--- config.mk ---
export PLATFORM = sky130hd
export DESIGN_NAME = mem_port_arbiter
export DESIGN_NICKNAME = d
export VERILOG_FILES = /design/src/rtl/mem_port_arbiter.sv
export SDC_FILE = /design/constraint.sdc
export NUM_CORES = 1
export LEC_CHECK = 0
export ABC_AREA = 1
export ABC_CLOCK_PERIOD_IN_PS = 2500
export CORE_MARGIN = 3
export CORE_UTILIZATION = 57
export DETAILED_ROUTE_END_ITERATION = 12
export DONT_BUFFER_PORTS = 1
export GPL_ROUTABILITY_DRIVEN = 0
export PLACE_DENSITY = 0.79
export SLEW_MARGIN = 0
export SYNTH_ARGS = -nofsm -noshare
export SYNTH_HDL_FRONTEND = slang
export SYNTH_SLANG_ARGS = --single-unit
export TNS_END_PERCENT = 20
--- constraint.sdc ---
create_clock -name clk -period 2.5 [get_ports clk]
set_input_delay 0.375 -clock clk [delete_from_list [all_inputs] [get_ports clk]]
set_output_delay 0.375 -clock clk [all_outputs]
set_load 0.03 [all_outputs]
--- src/rtl/mem_port_arbiter.sv ---
// Arbitrates the single-ported unified memory between fetch (IF) and data-memory (DM) requesters.
// Optional IF anti-starvation guard is enabled by defining MEM_ARB_STARVE_GUARD_EN.
module mem_port_arbiter #(
  parameter int ADDR_W     = 16,
  parameter int DATA_W     = 16,
  parameter int STARVE_MAX = 3
) (
  input  logic              clk,
  input  logic              rst_n,
  input  logic              if_req,
  input  logic [ADDR_W-1:0] if_addr,
  output logic [DATA_W-1:0] if_rdata,
  output logic              if_done,
  output logic              if_stall,
  input  logic              dm_rd,
  input  logic              dm_wr,
  input  logic [ADDR_W-1:0] dm_addr,
  input  logic [DATA_W-1:0] dm_wdata,
  output logic [DATA_W-1:0] dm_rdata,
  output logic              dm_done,
  output logic              dm_stall,
  output logic              mem_en,
  output logic              mem_wr,
  output logic [ADDR_W-1:0] mem_addr,
  output logic [DATA_W-1:0] mem_wdata,
  input  logic [DATA_W-1:0] mem_rdata,
  input  logic              mem_ack,
  output logic              err
);

  typedef enum logic [2:0] {
    IDLE    = 3'd0,
    GNT_IF  = 3'd1,
    GNT_DM  = 3'd2,
    RESP_IF = 3'd3,
    RESP_DM = 3'd4
  } state_t;

  state_t            state_q, state_d;
  logic              mem_en_q, mem_en_d;
  logic              mem_wr_q, mem_wr_d;
  logic [ADDR_W-1:0] mem_addr_q, mem_addr_d;
  logic [DATA_W-1:0] mem_wdata_q, mem_wdata_d;
  logic [DATA_W-1:0] if_rdata_q, if_rdata_d;
  logic [DATA_W-1:0] dm_rdata_q, dm_rdata_d;
  logic              if_done_q, if_done_d;
  logic              dm_done_q, dm_done_d;
  logic              err_q, err_d;

  logic dm_req;
  logic dm_illegal;
  logic starve_hit;
  logic grant_if;

  assign dm_req     = dm_rd | dm_wr;
  // Conflicting direction or an odd (unaligned) word address never reaches memory.
  assign dm_illegal = (dm_rd & dm_wr) | dm_addr[0];

`ifdef MEM_ARB_STARVE_GUARD_EN
  localparam int CNT_W = $clog2(STARVE_MAX + 2);
  localparam logic [CNT_W-1:0] CNT_MAX = CNT_W'(STARVE_MAX);

  logic [CNT_W-1:0] starve_cnt_q, starve_cnt_d;

  assign starve_hit = if_req & (starve_cnt_q == CNT_MAX);
`else
  assign starve_hit = 1'b0;
`endif

  // DM normally wins: it carries the older instruction in the pipeline.
  assign grant_if = if_req & (~dm_req | starve_hit);

  always_comb begin
    state_d     = state_q;
    mem_en_d    = 1'b0;
    mem_wr_d    = mem_wr_q;
    mem_addr_d  = mem_addr_q;
    mem_wdata_d = mem_wdata_q;
    if_rdata_d  = if_rdata_q;
    dm_rdata_d  = dm_rdata_q;
    if_done_d   = 1'b0;
    dm_done_d   = 1'b0;
    err_d       = 1'b0;
`ifdef MEM_ARB_STARVE_GUARD_EN
    starve_cnt_d = starve_cnt_q;
`endif

    case (state_q)
      IDLE: begin
        if (grant_if) begin
          state_d     = GNT_IF;
          mem_en_d    = 1'b1;
          mem_wr_d    = 1'b0;
          mem_addr_d  = if_addr;
          mem_wdata_d = '0;
`ifdef MEM_ARB_STARVE_GUARD_EN
          starve_cnt_d = '0;
`endif
        end else if (dm_req) begin
          if (dm_illegal) begin
            state_d    = RESP_DM;
            dm_done_d  = 1'b1;
            err_d      = 1'b1;
            dm_rdata_d = '0;
          end else begin
            state_d     = GNT_DM;
            mem_en_d    = 1'b1;
            mem_wr_d    = dm_wr;
            mem_addr_d  = dm_addr;
            mem_wdata_d = dm_wdata;
`ifdef MEM_ARB_STARVE_GUARD_EN
            if (if_req && (starve_cnt_q < CNT_MAX)) begin
              starve_cnt_d = starve_cnt_q + 1'b1;
            end
`endif
          end
        end
      end

      GNT_IF: begin
        if (mem_ack) begin
          state_d    = RESP_IF;
          if_done_d  = 1'b1;
          if_rdata_d = mem_rdata;
        end
      end

      GNT_DM: begin
        if (mem_ack) begin
          state_d   = RESP_DM;
          dm_done_d = 1'b1;
          if (!mem_wr_q) begin
            dm_rdata_d = mem_rdata;
          end
        end
      end

      // One-cycle bubble so the requester can drop or change its request.
      RESP_IF: state_d = IDLE;
      RESP_DM: state_d = IDLE;

      default: state_d = IDLE;
    endcase
  end

  always_ff @(posedge clk or negedge rst_n) begin
    if (!rst_n) begin
      state_q     <= IDLE;
      mem_en_q    <= 1'b0;
      mem_wr_q    <= 1'b0;
      mem_addr_q  <= '0;
      mem_wdata_q <= '0;
      if_rdata_q  <= '0;
      dm_rdata_q  <= '0;
      if_done_q   <= 1'b0;
      dm_done_q   <= 1'b0;
      err_q       <= 1'b0;
`ifdef MEM_ARB_STARVE_GUARD_EN
      starve_cnt_q <= '0;
`endif
    end else begin
      state_q     <= state_d;
      mem_en_q    <= mem_en_d;
      mem_wr_q    <= mem_wr_d;
      mem_addr_q  <= mem_addr_d;
      mem_wdata_q <= mem_wdata_d;
      if_rdata_q  <= if_rdata_d;
      dm_rdata_q  <= dm_rdata_d;
      if_done_q   <= if_done_d;
      dm_done_q   <= dm_done_d;
      err_q       <= err_d;
`ifdef MEM_ARB_STARVE_GUARD_EN
      starve_cnt_q <= starve_cnt_d;
`endif
    end
  end

  assign mem_en    = mem_en_q;
  assign mem_wr    = mem_wr_q;
  assign mem_addr  = mem_addr_q;
  assign mem_wdata = mem_wdata_q;
  assign if_rdata  = if_rdata_q;
  assign dm_rdata  = dm_rdata_q;
  assign if_done   = if_done_q;
  assign dm_done   = dm_done_q;
  assign err       = err_q;

  assign if_stall  = if_req & ~if_done_q;
  assign dm_stall  = dm_req & ~dm_done_q;

endmodule

After elaboration in Yosys (flattened, before gate mapping)
Cells that the tools add are included.
{"block": "totals", "output_inout_bits": 71, "register_bits": 72, "rom_bits": 0, "word_cells": 68, "ramBits": 0, "in_bits": 70, "latch_bits": 0, "n_memories": 0}
{"block": "op_classes", "n_addsub": 0, "n_eq_ne": 10, "muxes": 32, "div": 0, "n_lt_le_gt_ge": 0, "reduce_logical": 7, "multipliers": 0, "bitwise": 9, "n_shift": 0}
{"op": "$mux W16", "n": 11}
{"op": "$pmux W16 S2", "n": 1}
{"op": "$mux W3", "n": 5}
{"op": "$mux W1", "n": 13}
{"op": "$ne A2 B2 Y1 const B", "n": 6}
{"op": "$pmux W3 S3", "n": 1}
{"op": "$reduce_and A3 Y1", "n": 2}
{"op": "$reduce_and A6 Y1", "n": 1}
{"op": "$and A1 B1 Y1", "n": 4}
{"op": "$reduce_bool A2 Y1", "n": 2}
{"op": "$eq A3 B1 Y1 const B", "n": 1}
{"op": "$eq A3 B2 Y1 const B", "n": 1}
{"op": "$logic_not A3 Y1", "n": 1}
{"op": "$ne A3 B3 Y1 const B", "n": 1}
{"op": "$not A1 Y1", "n": 3}
{"op": "$ne A2 B1 Y1 const B", "n": 1}
{"op": "$or A1 B1 Y1", "n": 2}
{"op": "$pmux W1 S2", "n": 1}
{"op": "$reduce_and A2 Y1", "n": 1}

Logic depth before layout (Yosys ltp)
{"block": "logic_depth", "depth_word": 6, "ltp_mapped": 9, "depth_no_buf": 8}

Worst setup path before layout
Ideal clock, no wire load.
{"block": "synth_path", "path_kind": "input to output", "start": "input if_req", "end": "output if_stall", "t_arrival_ps": 1120, "stages": 3, "slack_ps": 1005, "required_time_ps": 2125, "n_path_buf": 1, "path_cell_list": "clkbuf_1 -> inv_1 -> nor2_1"}
{"block": "synth_between", "elab_chain_cells": 1}
{"item": "from (decl)", "line": "10", "text": "input logic if_req,"}
{"item": "$and A1 B1 Y1", "line": "188", "text": "assign if_stall = if_req & ~if_done_q;"}
{"item": "to (decl)", "line": "14", "text": "output logic if_stall,"}
Every way passes these cells.

Worst setup path in the final report
{"block": "layout_path", "start": "register state_q[2]", "end": "register dm_rdata_q[13], in the netlist dm_rdata[13]"}
{"block": "layout_between", "elab_chain_cells": 3, "word_cells_on_any_way": 10, "cone_classes": "eq/ne (6); mux (1); reduce/logical (3)"}
{"item": "from (decl)", "line": "39", "text": "state_t state_q, state_d;"}
{"item": "from (signal assigned)", "line": "162", "text": "state_q <= state_d;"}
{"item": "$eq A3 B2 Y1 / $logic_not A3 Y1 (equally long branches)", "line": "88", "text": "case (state_q)"}
{"item": "$ne A2 B2 Y1 (no source line) / $reduce_bool A2 Y1 (equally long branches)"}
{"item": "$reduce_and A6 Y1 (no source line)"}
{"item": "to (signal assigned)", "line": "168", "text": "dm_rdata_q <= dm_rdata_d;"}
{"item": "to (decl)", "line": "45", "text": "logic [DATA_W-1:0] dm_rdata_q, dm_rdata_d;"}
Parallel ways exist; a longest one is shown, timed or not.
A chain may end at the register's enable or synchronous reset.

==> reports/qor.yml <==
max_freq_mhz: 546.3
clock_latency_ns: 0.34
syn-num-nets: 467
dpl_cell_area_sq_um: 3224
io_pins: 141
drive_above_1_share_pct: 7.538
wl_per_cell_um: 15.59
reg2reg_from: "state_q[2]"
finClkSkew_ns: 0.01178
post-cts-setup-buffers: 0
io_buffers: 0
htreeDepth: 3
cts_max_path_buffers: 2
fin_setup_tns_ns: 0
grt_pass1_vias: 2339
ir_drop_mv: 0.6709
endpoint: "dm_rdata[13]"
gr-usage-all-layers_pct: 22.75
cts_buffers: 9
slew_viol_final: 0
die_x_um: 81.34
outcome: "completed"
ys_ff_latch: 72
drt_wl_total_um: 7297
cts_tree: "done"
syn_avg_cell_area_sq_um: 8.150
fp-row-count: 26
cts_root_buf: "clkbuf_8"
dp_slack_ns: 0.5757
design_area_sq_um: 3468
drc: 0
start_util_pct: 61.02
reg2reg_depth: 9
cp_data_arrival_time_ns: 2.06
cts.sinks: 72
r2r_end: "dm_rdata[13]"
relSlewSlack_pct: 53.54
die-area_sq_um: 6616
ys_types: 19
min-delay-start: "dm_wdata[14]"
drv_cap: 0
cp_common_cell: "nand2_1"
fin_cells: 468
final.min_clock_period_ns: 1.831
ys_seq_area_share_pct: 55.68
utilization_pct: 65.41
post-route-period-util_pct: 73.22
area_growth_pct: 7.193
path_max_fanout: 20
nets: 463
antenna_left: 0
dp_cells: 450
cp-start-kind: "flop"
synth_top_cell_area_share_pct: 55.68
drtIter0Drc: 136
clk_pin_slew_ns: 0.08
hp-class: "input pin to flop"
r2r_slack_ns: 0.67
die_y_um: 81.34
core_area_sq_um: 5303
synth_top_area_cell: "dfrtp_1"
syn_inst: 397
crit_type: "flop to flop"
synth_area_leaders: "dfrtp_1 (56%), nand2_1 (16%), nand3_1 (7.9%), inv_1 (4.8%), o21ai_0 (3.2%)"
place_hpwl_um: 5091
antenna_found_initial: 0
grt_max_degree: 73
vias: 2522
first_pass_iters: 4
tightest_slew_ns: 0.6968
setup_viol: 0
slowest_stage: "dfrtp_1"
antenna_cells: 0
endpoint_kind: "flop"
total_leakage_power_nw: 1.938
overflow: 0
yosys_warnings: 0
setup_ws_ns: 0.6695
grt_setup_unrepaired: "false"
hold_viol: 0
synth.cell_area_sq_um: 3236
cts-resized-gates: 0
pwr_density_cell_nw_per_um2: 1505
startpoint: "state_q[2]"
cp.required_ns: 2.73
cp_slowest_stage_delay_ns: 0.38
viasPerCell: 5.389
cp_cell_sequence: "inv_1 -> nand2_1 -> nor2_1 -> buf_4 -> nand2_1 -> nand2_2 -> nand2_2 -> nand2_1 -> nand2_1"
grt_pass1_wl_um: 11390
[cells by family (layout without fill, tap and decap cells)]
logic type | count (synthesis) | in the layout | synth area share, %
AO/OA/AOI/OAI | 41 | 41 | 7.116
buffers and inverters | 61 | 62 | 8.507
flip-flops | 72 | 72 | 55.68
AND/OR/NAND/NOR | 223 | 223 | 28.69
[metal layers]
metal / GRT usage [%] / share of wire, % / vias up
met5: 0 / 0 / -
met4: 7.264 / 1.0 / 0
met2: 38.76 / 50 / 95
met1: 27.21 / 40 / 1188
li1: - / - / 1231
met3: 7.317 / 8.2 / 8
[state kept, by name, summed over array words and instances (netlist names), 3 cells and up]
register,cells
dm_rdata,16
if_rdata,16
mem_addr,16
mem_wdata,16
state_q,3
[how the worst min path moves through the flow]
| stage | to | slack, ns | cells past startpoint |
|---|---|---|---|
| 2_1_floorplan | dm_done | 0.08 | 0 |
| 3_3_place_gp | mem_wdata[12] | 0.08 | 0 |
| 3_5_place_dp | mem_wdata[11] | 0.08 | 0 |
| 4_1_cts | mem_wdata[14] | 0.14 | 2 |
| 5_1_grt | mem_wdata[5] | 0.15 | 2 |
| 6_report | mem_wdata[14] | 0.16 | 2 |
[synth_stat cells]
cell / instances
nand2_1: 141
clkbuf_1: 9
nand2_4: 1
o21ai_0: 21
o21ai_2: 3
o21ai_4: 1
nand2_2: 4
dfrtp_1: 72
o21ai_1: 12
nor2_4: 1
inv_1: 41
nor2_1: 24
buf_2: 4
nand3_1: 51
buf_4: 3
nand4_1: 1
buf_6: 4
a21oi_1: 2
o22ai_1: 2
[power by group]
| part | total, mW | switching, mW | internal (mW) | leakage [nW] |
|---|---|---|---|---|
| Sequential | 3.15 | 1.46 | 1.69 | 0.928 |
| Clock | 0.942 | 0.430 | 0.512 | 0.101 |
| Combinational | 1.13 | 0.780 | 0.354 | 0.909 |
| Total | 5.22 | 2.67 | 2.55 | 1.94 |
[cell usage in the layout, fill, tap and decap left out, types with 2 or more instances in the layout]
master,n
a21oi_1,2
buf_4,3
clkbuf_8,11
clkinv_2,2
clkinvlp_4,2
dfrtp_1,72
inv_1,41
nand2_1,141
nand2_2,4
nand3_1,51
nor2_1,24
o21ai_0,21
o21ai_1,12
o21ai_2,3
o22ai_1,2
[worst max-delay path: cells and delay by family, from the launching register on]
family / cells / cell delay (ns)
flops: 1 / 0.38
simple gates: 7 / 1.00
buf+inv: 2 / 0.35
[metrics by stage]
stage / hold slack (ns) / total power, mW
finish: 0.1555 / 5.221
global route: 0.1508 / 5.548
CTS: 0.1447 / 5.264
detailed placement: 0.08133 / 4.297
global placement: 0.08125 / 4.223
floorplan: 0.07941 / 4.004
[cell type report]
cell class                      count  area, sq um
Clock buffer                       11        151.4
Sequential cell                    72         1802
Clock inverter                      5        55.05
Tap cell                           70        87.58
Fill cell                         427         1834
Inverter                           41        153.9
Multi-Input combinational cell    264         1159
Timing Repair Buffer                5        60.06
[what timing repair did]
| item | in CTS | in global routing |
|---|---|---|
| endpoints found under the hold margin | 72 | 0 |
| endpoints found under the setup margin | 0 | 0 |
| hold buffers | 2 | 0 |
No activity file was read; power rests on OpenSTA's default activity.
